File: src/rtl/square_freq_meter_pkg.sv
// Shared types and constants for the square-wave frequency meter.
package square_freq_meter_pkg;

    localparam int unsigned SYS_CLK_FREQ  = 48_000_000;
    localparam int unsigned F_MIN         = 20;
    localparam int unsigned METER_HYST    = 256;
    localparam int unsigned METER_MAX_CTR = SYS_CLK_FREQ / F_MIN;

    localparam int unsigned SYNTH_SIG_W = 16;
    localparam int unsigned REG_DATA_W  = 16;

    typedef logic signed [SYNTH_SIG_W-1:0] synth_sig;
    typedef logic [REG_DATA_W-1:0]         reg_data_t;

    typedef enum logic [1:0] {
        IDLE,
        ARM,
        MEASURE
    } meter_state_t;

endpackage

File: src/rtl/square_polarity_det.sv
// Registers the waveform, tracks its polarity with hysteresis and emits a
// one-cycle pulse whenever the polarity flips.
module square_polarity_det
    import square_freq_meter_pkg::*;
#(
    parameter int unsigned HYST = METER_HYST
) (
    input  logic     clk_in,
    input  logic     reset,
    input  synth_sig sig_in,
    output logic     edge_pulse
);

    localparam synth_sig HYST_HI = synth_sig'(HYST);
    localparam synth_sig HYST_LO = -HYST_HI;

    synth_sig sig_q;
    logic     pol_q;
    logic     pol_c;

    // Inside the dead band the previous polarity is kept.
    always_comb begin
        pol_c = pol_q;
        if (sig_q > HYST_HI) begin
            pol_c = 1'b1;
        end else if (sig_q < HYST_LO) begin
            pol_c = 1'b0;
        end
    end

    always_ff @(posedge clk_in or posedge reset) begin
        if (reset) begin
            sig_q      <= '0;
            pol_q      <= 1'b0;
            edge_pulse <= 1'b0;
        end else begin
            sig_q      <= sig_in;
            pol_q      <= pol_c;
            edge_pulse <= (pol_c != pol_q);
        end
    end

endmodule

File: src/rtl/square_freq_meter.sv
// Measures the averaged half-period of a synth-domain square wave and reports
// it as half-period minus one clock, matching the generator's freq_in units.
module square_freq_meter
    import square_freq_meter_pkg::*;
#(
    parameter int unsigned CLK_FREQ = SYS_CLK_FREQ,
    parameter int unsigned HYST     = METER_HYST,
    parameter int unsigned AVG_LOG2 = 2
) (
    input  logic      clk_in,
    input  logic      reset,
    input  logic      enable,
    input  synth_sig  sig_in,
    output reg_data_t freq_out,
    output logic      freq_valid,
    output logic      meas_strobe,
    output logic      timeout
);

    localparam int unsigned MAX_CTR = CLK_FREQ / F_MIN;
    localparam int unsigned CW      = $clog2(MAX_CTR) + 1;
    localparam int unsigned AW      = CW + AVG_LOG2;
    localparam int unsigned NW      = AVG_LOG2 + 1;
    localparam int unsigned RW      = $bits(reg_data_t);
    localparam int unsigned WW      = (AW > RW) ? AW : RW;

    localparam logic [CW-1:0] MAX_CTR_C = CW'(MAX_CTR);
    localparam logic [NW-1:0] N_AVG     = NW'(1 << AVG_LOG2);
    localparam logic [WW-1:0] REG_MAX_W = WW'({RW{1'b1}});

    meter_state_t  state;
    logic [CW-1:0] hp_ctr;
    logic [AW-1:0] acc;
    logic [NW-1:0] n_cnt;
    logic          edge_pulse;

    logic [AW-1:0] acc_sum_c;
    logic [NW-1:0] n_next_c;
    logic [WW-1:0] avg_wide_c;
    reg_data_t     avg_sat_c;

    square_polarity_det #(
        .HYST(HYST)
    ) u_pol (
        .clk_in    (clk_in),
        .reset     (reset),
        .sig_in    (sig_in),
        .edge_pulse(edge_pulse)
    );

    // Running sum including the sample closing at this edge, and its clamped average.
    assign acc_sum_c  = acc + AW'(hp_ctr - CW'(1));
    assign n_next_c   = n_cnt + NW'(1);
    assign avg_wide_c = WW'(acc_sum_c >> AVG_LOG2);
    assign avg_sat_c  = (avg_wide_c > REG_MAX_W) ? {RW{1'b1}} : RW'(avg_wide_c);

    always_ff @(posedge clk_in or posedge reset) begin
        if (reset) begin
            state       <= IDLE;
            hp_ctr      <= '0;
            acc         <= '0;
            n_cnt       <= '0;
            freq_out    <= '0;
            freq_valid  <= 1'b0;
            meas_strobe <= 1'b0;
            timeout     <= 1'b0;
        end else begin
            meas_strobe <= 1'b0;
            if (!enable) begin
                // Leaving enable drops any partial accumulation; timeout stays sticky.
                state      <= IDLE;
                hp_ctr     <= '0;
                acc        <= '0;
                n_cnt      <= '0;
                freq_valid <= 1'b0;
            end else begin
                case (state)
                    IDLE: begin
                        freq_valid <= 1'b0;
                        state      <= ARM;
                    end
                    ARM: begin
                        if (edge_pulse) begin
                            state  <= MEASURE;
                            hp_ctr <= CW'(1);
                            acc    <= '0;
                            n_cnt  <= '0;
                        end else if (hp_ctr == MAX_CTR_C) begin
                            timeout    <= 1'b1;
                            freq_valid <= 1'b0;
                            hp_ctr     <= CW'(1);
                        end else begin
                            hp_ctr <= hp_ctr + CW'(1);
                        end
                    end
                    MEASURE: begin
                        // An edge arriving on the MAX_CTR count still counts as a sample.
                        if (edge_pulse) begin
                            hp_ctr <= CW'(1);
                            if (n_next_c == N_AVG) begin
                                freq_out    <= avg_sat_c;
                                meas_strobe <= 1'b1;
                                freq_valid  <= 1'b1;
                                timeout     <= 1'b0;
                                acc         <= '0;
                                n_cnt       <= '0;
                            end else begin
                                acc   <= acc_sum_c;
                                n_cnt <= n_next_c;
                            end
                        end else if (hp_ctr == MAX_CTR_C) begin
                            timeout    <= 1'b1;
                            freq_valid <= 1'b0;
                            state      <= ARM;
                            hp_ctr     <= CW'(1);
                        end else begin
                            hp_ctr <= hp_ctr + CW'(1);
                        end
                    end
                    default: state <= IDLE;
                endcase
            end
        end
    end

endmodule

File: config.mk
export PLATFORM = sky130hd
export DESIGN_NAME = square_freq_meter
export DESIGN_NICKNAME = d
export VERILOG_FILES = /design/src/rtl/square_freq_meter_pkg.sv /design/src/rtl/square_polarity_det.sv /design/src/rtl/square_freq_meter.sv
export SDC_FILE = /design/constraint.sdc
export NUM_CORES = 1
export LEC_CHECK = 0
export CAP_MARGIN = 20
export CORE_MARGIN = 10
export CORE_UTILIZATION = 54
export CTS_CLUSTER_DIAMETER = 80
export DETAILED_ROUTE_END_ITERATION = 7
export PLACE_DENSITY = 0.77
export SLEW_MARGIN = 25
export SYNTH_ARGS = -nofsm -noshare
export SYNTH_HDL_FRONTEND = slang
export SYNTH_SLANG_ARGS = --single-unit
File: constraint.sdc
create_clock -name clk_in -period 4.3 [get_ports clk_in]
set_clock_uncertainty 0.05 [all_clocks]
set_input_delay 1.075 -clock clk_in [delete_from_list [all_inputs] [get_ports clk_in]]
set_output_delay 1.075 -clock clk_in [all_outputs]
set_load 0.02 [all_outputs]
==> After elaboration in Yosys (flattened, before gate mapping) <==
Index checks and enable logic that the tools add are counted.
{ "totals": {"out_inout_bits": 19, "reg_bits": 90, "input_bits": 19} }
{ "op_classes": {"n_eq_ne": 16, "mux": 37, "n_lt_le_gt_ge": 3, "n_reduce_logical": 8, "n_addsub": 4} }
{ "op_table": {"columns": ["operator", "n"], "rows": [
  ["$mux 25", 4],
  ["$mux 23", 4],
  ["$pmux 25 s2", 1],
  ["$add 25x25->25", 1],
  ["$sub 23x1->24 const B", 1],
  ["$add 23x1->23 const B", 1],
  ["$eq 23x22->1 const B", 1],
  ["$gt 23x16->1 const B", 1],
  ["$gt 16x10->1 const B", 1],
  ["$lt 16x9->1 const B", 1],
  ["$mux 16", 1],
  ["$mux 1", 15],
  ["$mux 3", 4],
  ["$ne 3x3->1 const B", 4],
  ["$reduce_and 3->1", 3],
  ["$mux 2", 4],
  ["$reduce_and 4->1", 2],
  ["$ne 3x2->1 const B", 2],
  ["$pmux 2 s3", 1],
  ["$pmux 3 s2", 1],
  ["$ne 2x2->1 const B", 2],
  ["$ne 4x1->1 const B", 1],
  ["$ne 4x4->1 const B", 1],
  ["$add 3x1->3 const B", 1],
  ["other kinds (10)", 10]
]} }

==> Depth between registers and ports, before layout <==
Gate-level depths: netlist of run 1.
{ "depth": {"word_depth": 6, "mapped_depth": 19, "depth_no_buf": 16} }

==> Cells and area by module <==
From an unflattened synthesis of run 1, not the netlist that was laid out.
{ "hier_totals": {"hier_cells": 645, "hier_area_um2": 5705.5} }
{ "modules_own_cells": {"columns": ["mod", "area_per_inst_um2", "n_inst", "seq_area_each_um2", "cells_per_inst"], "rows": [
  ["square_freq_meter", 5139.9, 1, 1801.7, 609],
  ["square_polarity_det", 565.5, 1, 450.4, 36]
]} }

==> Least setup slack after synthesis of run 1 <==
No wires, ideal clock.
{ "synth_path": {"path_type": "reg2reg", "start": "reg hp_ctr[3]", "end": "reg freq_out[1]", "arrival_ns": 4.248, "t_required_ns": 4.173, "setup_slack_ns": -0.076, "path_stages_with_launch": 20, "n_path_buf": 3, "setup_time_ns": 0.077, "cell_sequence": "dfrtp_1 -> clkbuf_1 -> nor3_2 -> nand4b_1 -> or4_1 -> nor3_1 -> nand2_1 -> nand2_1 -> o21ai_0 -> ha_1 -> clkbuf_1 -> nand2_1 -> o21ai_0 -> nor2_1 -> a211oi_2 -> nor2_1 -> xnor2_1 -> clkbuf_1 -> nor4_1 -> a21oi_1"} }
{ "synth_between": {"elab_chain_cells": 4} }
{ "synth_lines": {"columns": ["element", "line_no", "rtl"], "rows": [
  ["start, declared", "square_freq_meter.sv:32", "logic [CW-1:0] hp_ctr;"],
  ["start signal, assigned", "square_freq_meter.sv:93", "hp_ctr <= hp_ctr + CW'(1);"],
  ["start signal, assigned", "square_freq_meter.sv:117", "hp_ctr <= hp_ctr + CW'(1);"],
  ["$sub 23x1->24 *", "square_freq_meter.sv:52", "assign acc_sum_c = acc + AW'(hp_ctr - CW'(1));"],
  ["$add 25x25->25 *", "square_freq_meter.sv:52", null],
  ["$gt 23x16->1", "square_freq_meter.sv:55", "assign avg_sat_c = (avg_wide_c > REG_MAX_W) ? {RW{1'b1}} : RW'(avg_wide_c);"],
  ["$mux 16 *", "square_freq_meter.sv:55", null],
  ["end signal, assigned", "square_freq_meter.sv:101", "freq_out <= avg_sat_c;"],
  ["end, declared", "square_freq_meter.sv:14", "output reg_data_t freq_out,"]
]} }
Mark *: on every way between the ends. The rest lies on a longest branch, timed or not.
A chain may end at the register's enable or synchronous reset.

==> Worst setup path in the final report of run 1 <==
{ "layout_path": {"start": "reg hp_ctr[3]", "end": "reg freq_out[0]"} }
{ "layout_between": {"elab_chain_cells": 4} }
{ "layout_lines": {"columns": ["element", "line_no"], "rows": [
  ["$sub 23x1->24", "square_freq_meter.sv:52"],
  ["$add 25x25->25", "square_freq_meter.sv:52"],
  ["$gt 23x16->1", "square_freq_meter.sv:55"],
  ["$mux 16", "square_freq_meter.sv:55"]
]} }
No other way between the ends.

==> results of run 1 <==
==> repair_timing <==
item,in CTS,in global routing
endpoints found under the setup margin,15,18
pin swaps,0,2
resized for setup,1,15
gates cloned,0,0
==> state kept, by name, summed over array words and instances (netlist names) <==
| name | flops |
|---|---|
| acc | 25 |
| freq_out | 16 |
| freq_valid | 1 |
| hp_ctr | 23 |
| meas_strobe | 1 |
| n_cnt | 3 |
| state | 2 |
| timeout | 1 |
| u_pol.edge_pulse | 1 |
| u_pol.pol_q | 1 |
| u_pol.sig_q | 16 |
==> layer usage <==
metal | vias to the layer above | GRT usage [%] | wire length, um
li1 | 2460 | - | -
met1 | 2459 | 24.7 | 6420
met2 | 106 | 32.7 | 7120
met3 | 29 | 3.33 | 510
met4 | 0 | 7.79 | 335
met5 | - | 0 | 0
==> layout make-up <==
cell class	count	area (um2)	area share (%)
clock buffer	9	124	1.84
clock inverter	7	66.3	0.987
inverter	16	61.3	0.912
multi-input combinational	512	3410	50.7
sequential	90	2250	33.5
tap	136	170	2.53
timing repair buffer	73	641	9.53
==> power by group through the flow <==
stage / Combinational [mW] / Clock [mW] / Sequential, mW
after global routing: 1.55 / 0.621 / 0.915
after floorplan: 0.984 / 0 / 0.916
final: 1.40 / 0.574 / 0.910
after detailed placement: 1.34 / 0 / 0.925
after global placement: 1.31 / 0 / 0.923
after CTS: 1.35 / 0.584 / 0.909
==> stage by stage <==
stage | instances | setup TNS [ps]
after floorplan | 656 | 0
after global placement | 827 | -355
after detailed placement | 827 | 0
after CTS | 843 | 0
after global routing | 843 | 0
final | 843 | 0
==> tightest hold or removal path, cell delays in order (launching register included) <==
cell and delay (ps):
dfrtp_1 360, nand2_1 50, o21ai_0 60
==> placed cells by master (no fill, tap or decap), drive strengths merged, types with 10 or more instances in the layout <==
cell type      synthesis  final
inv                   15     19
a21oi                 55     55
nand3                 20     20
a22o                  19     19
nor3                  22     22
xor2                  26     26
buf                    5     36
nand2b                10     10
dfrtp                 90     90
or3                   11     11
ha                    34     34
nor4                  21     21
xnor2                 28     28
nand2                 53     53
o21ai                 46     46
nor2                  63     63
nand4                 16     16
clkdlybuf4s50          0     37
==> final timing paths <==
kind                            from           to  depth (start not counted)
max                        hp_ctr[3]  freq_out[0]                         16
min                           acc[0]       acc[0]                          2
max reg2reg                hp_ctr[3]  freq_out[0]                         16
min reg2reg                   acc[0]       acc[0]                          2
max in group asynchronous      reset   hp_ctr[16]                          3
min in group asynchronous      reset      acc[12]                          2
==> cells by family after synthesis <==
| kind of cell | count (synthesis) |
|---|---|
| simple gates | 255 |
| compound gates | 165 |
| flops | 90 |
| xor+xnor | 54 |
| buf+inv | 54 |
| fa+ha+maj | 35 |
| mux | 3 |
==> key figures, run 1 <==
Detailed routing
  • Vias after detailed routing: 5,054
  • DRC Markers: 0
  • DR WL/cell: 17.1 um
  • DR vias/cell: 6.00
  • Final wirelength: 14,400 um
  • Initial drt markers: 332
  • 1st-pass router iterations: 5
  • Detail Route Antenna Nets: 0

Clock network
  • Clock tree sinks: 90
  • H-tree levels: 3
  • CTS Root Cell: clkbuf_8
  • Inserted Clock Buffers: 9
  • CTS tree: built
  • Setup Fix Bufs, Post-CTS: 0
  • Clock-pin slew of the registers on the worst-case setup and hold paths: 100 ps
  • Skew-Pair Late Insertion Delay: 380 ps
  • Clock buffer depth: 2
  • Post-CTS Hold Buffers: 0

Die
  • Core ar.: 0.0104 mm2
  • Width of the die: 123 um
  • Die Span Y: 123 um
  • Starting Density: 55.8%
  • Die area: 0.0153 mm2
  • Std cell rows: 37
  • # IOs: 38

Timing
  • Final hold slack: 452 ps
  • Slew Viols, Final: 0
  • Worst Max-Slew Pin Slew: 841 ps
  • Final min period: 4060 ps
  • Slew headroom: 43.9%
  • Setup-failing EPs final: 0
  • Final Hold Vio Count: 0
  • Max Fclk: 246 MHz
  • Final worst setup slack: 238 ps
  • Tcrit/Tclk final: 94.5%
  • RSZ-0062 raised after global routing: false

Placement
  • GPL Wtd Cong: 0.888
  • Port bufs: 37
  • DP Area: 0.00645 mm2
  • HPWL Detailed: 10,900 um
  • Pre-CTS WS: 3.31 ps

Logic synthesis
  • Synth unique cells: 57
  • Commonest cells in the netlist: dfrtp_1, nor2_1, a21oi_1
  • Leading area contributor after synthesis: dfrtp_1
  • Main combinational cell family by area after synthesis: simple AND/OR/NAND/NOR gates
  • Synth top area share: 38.9%
  • Syn avg cell area: 8.82 um2
  • Cell count after synthesis: 656
  • Post-synth EDFFs: 0
  • Synth Area in Compound Gates: 17.8%
  • Mapped cell area: 0.00578 mm2
  • Area share of and/or/nand/nor cells after synthesis: 22.9%
  • Synth Net Count: 710
  • #FFs+latches synth: 90
  • Top_reg_cell synth: dfrtp_1
  • Post-synthesis sequential area ratio: 38.9%
  • Cell with the most instances after synthesis: dfrtp_1
  • Adder-cell share of the synthesized area: 7.70%
  • Area contributors post-synth: dfrtp_1, ha_1, a21oi_1, xnor2_1, nor2_1
  • Warnings from Yosys: 0
  • Mux cell area share after synthesis: 0.541%
  • XOR/XNOR Fraction of Synth Area: 8.18%
  • Synth async-reset ratio: 100%

Layout
  • Final Util: 64.8%
  • Area grow syn2layout: 16.2%
  • Final Instance Area: 0.00672 mm2
  • # diodes: 0
  • Fill cell count: 884
  • Nets: 756
  • Ratio of cells with drive above 1 in the final layout: 10.9%

Global routing
  • Largest net degree at the start of global routing: 49
  • Global-route wire length before repair: 24,100 um
  • Gr usage total: 19.6%
  • Antenna violations before repair: 0
  • Number of global-route vias before repair: 4,941
  • Gr ovfl total: 0

Run
  • Max Cap Viol: 0

Critical path
  • Slowest Stage Delay on Critical Path: 400 ps
  • Slowest-stage cell, CP: dfrtp_1
  • Buf/Inv on CP: 2
  • Delay-heaviest family, CP: simple AND/OR/NAND/NOR gates
  • Worst Path Required: 4500 ps
  • Maximum net fanout on the critical path: 16
  • Critical path start-end classification: reg2reg
  • Crit path launch type: register
  • Worst setup EP type: register
  • Cells along the critical path: nor3_2 > nand4b_1 > buf_4 > or3_1 > or3_1 > xnor2_2 > ha_4 > nand2_1 > nor3_2 > o21a_1 > o31a_1 > o31a_1 > o211ai_1 > buf_4 > nor4b_1 > a21oi_1
  • R2r setup slk: 240 ps
  • Critical path arrival: 4270 ps

Power
  • Internal: 1.65 mW
  • Clock share of power: 19.9%
  • Cell Pwr Density: 430 mW/mm2
  • Register share of total power: 31.5%
  • VDD IR max: 0.000245 V
  • Sw frac: 42.7%
  • Combinational Power Share: 48.6%
  • Leakage power: 2.96 nW
  • Pwr Total: 2.89 mW
  • Sw power: 1.23 mW

Status
  • Status: finished, final reports clean

Worst hold path
  • Hold WC Path Type: reg2reg
(Power assumes the default switching activity.)
==> run 2: changes to the inputs <==
--- a/config.mk
+++ b/config.mk
@@ -10,6 +10,7 @@
 export CORE_UTILIZATION = 54
 export CTS_CLUSTER_DIAMETER = 80
 export DETAILED_ROUTE_END_ITERATION = 7
+export HOLD_SLACK_MARGIN = 0.05
 export PLACE_DENSITY = 0.77
 export SLEW_MARGIN = 25
 export SYNTH_ARGS = -nofsm -noshare
==> results of run 2 <==
Final layout, timing and power as in run 1 (identical DEF).
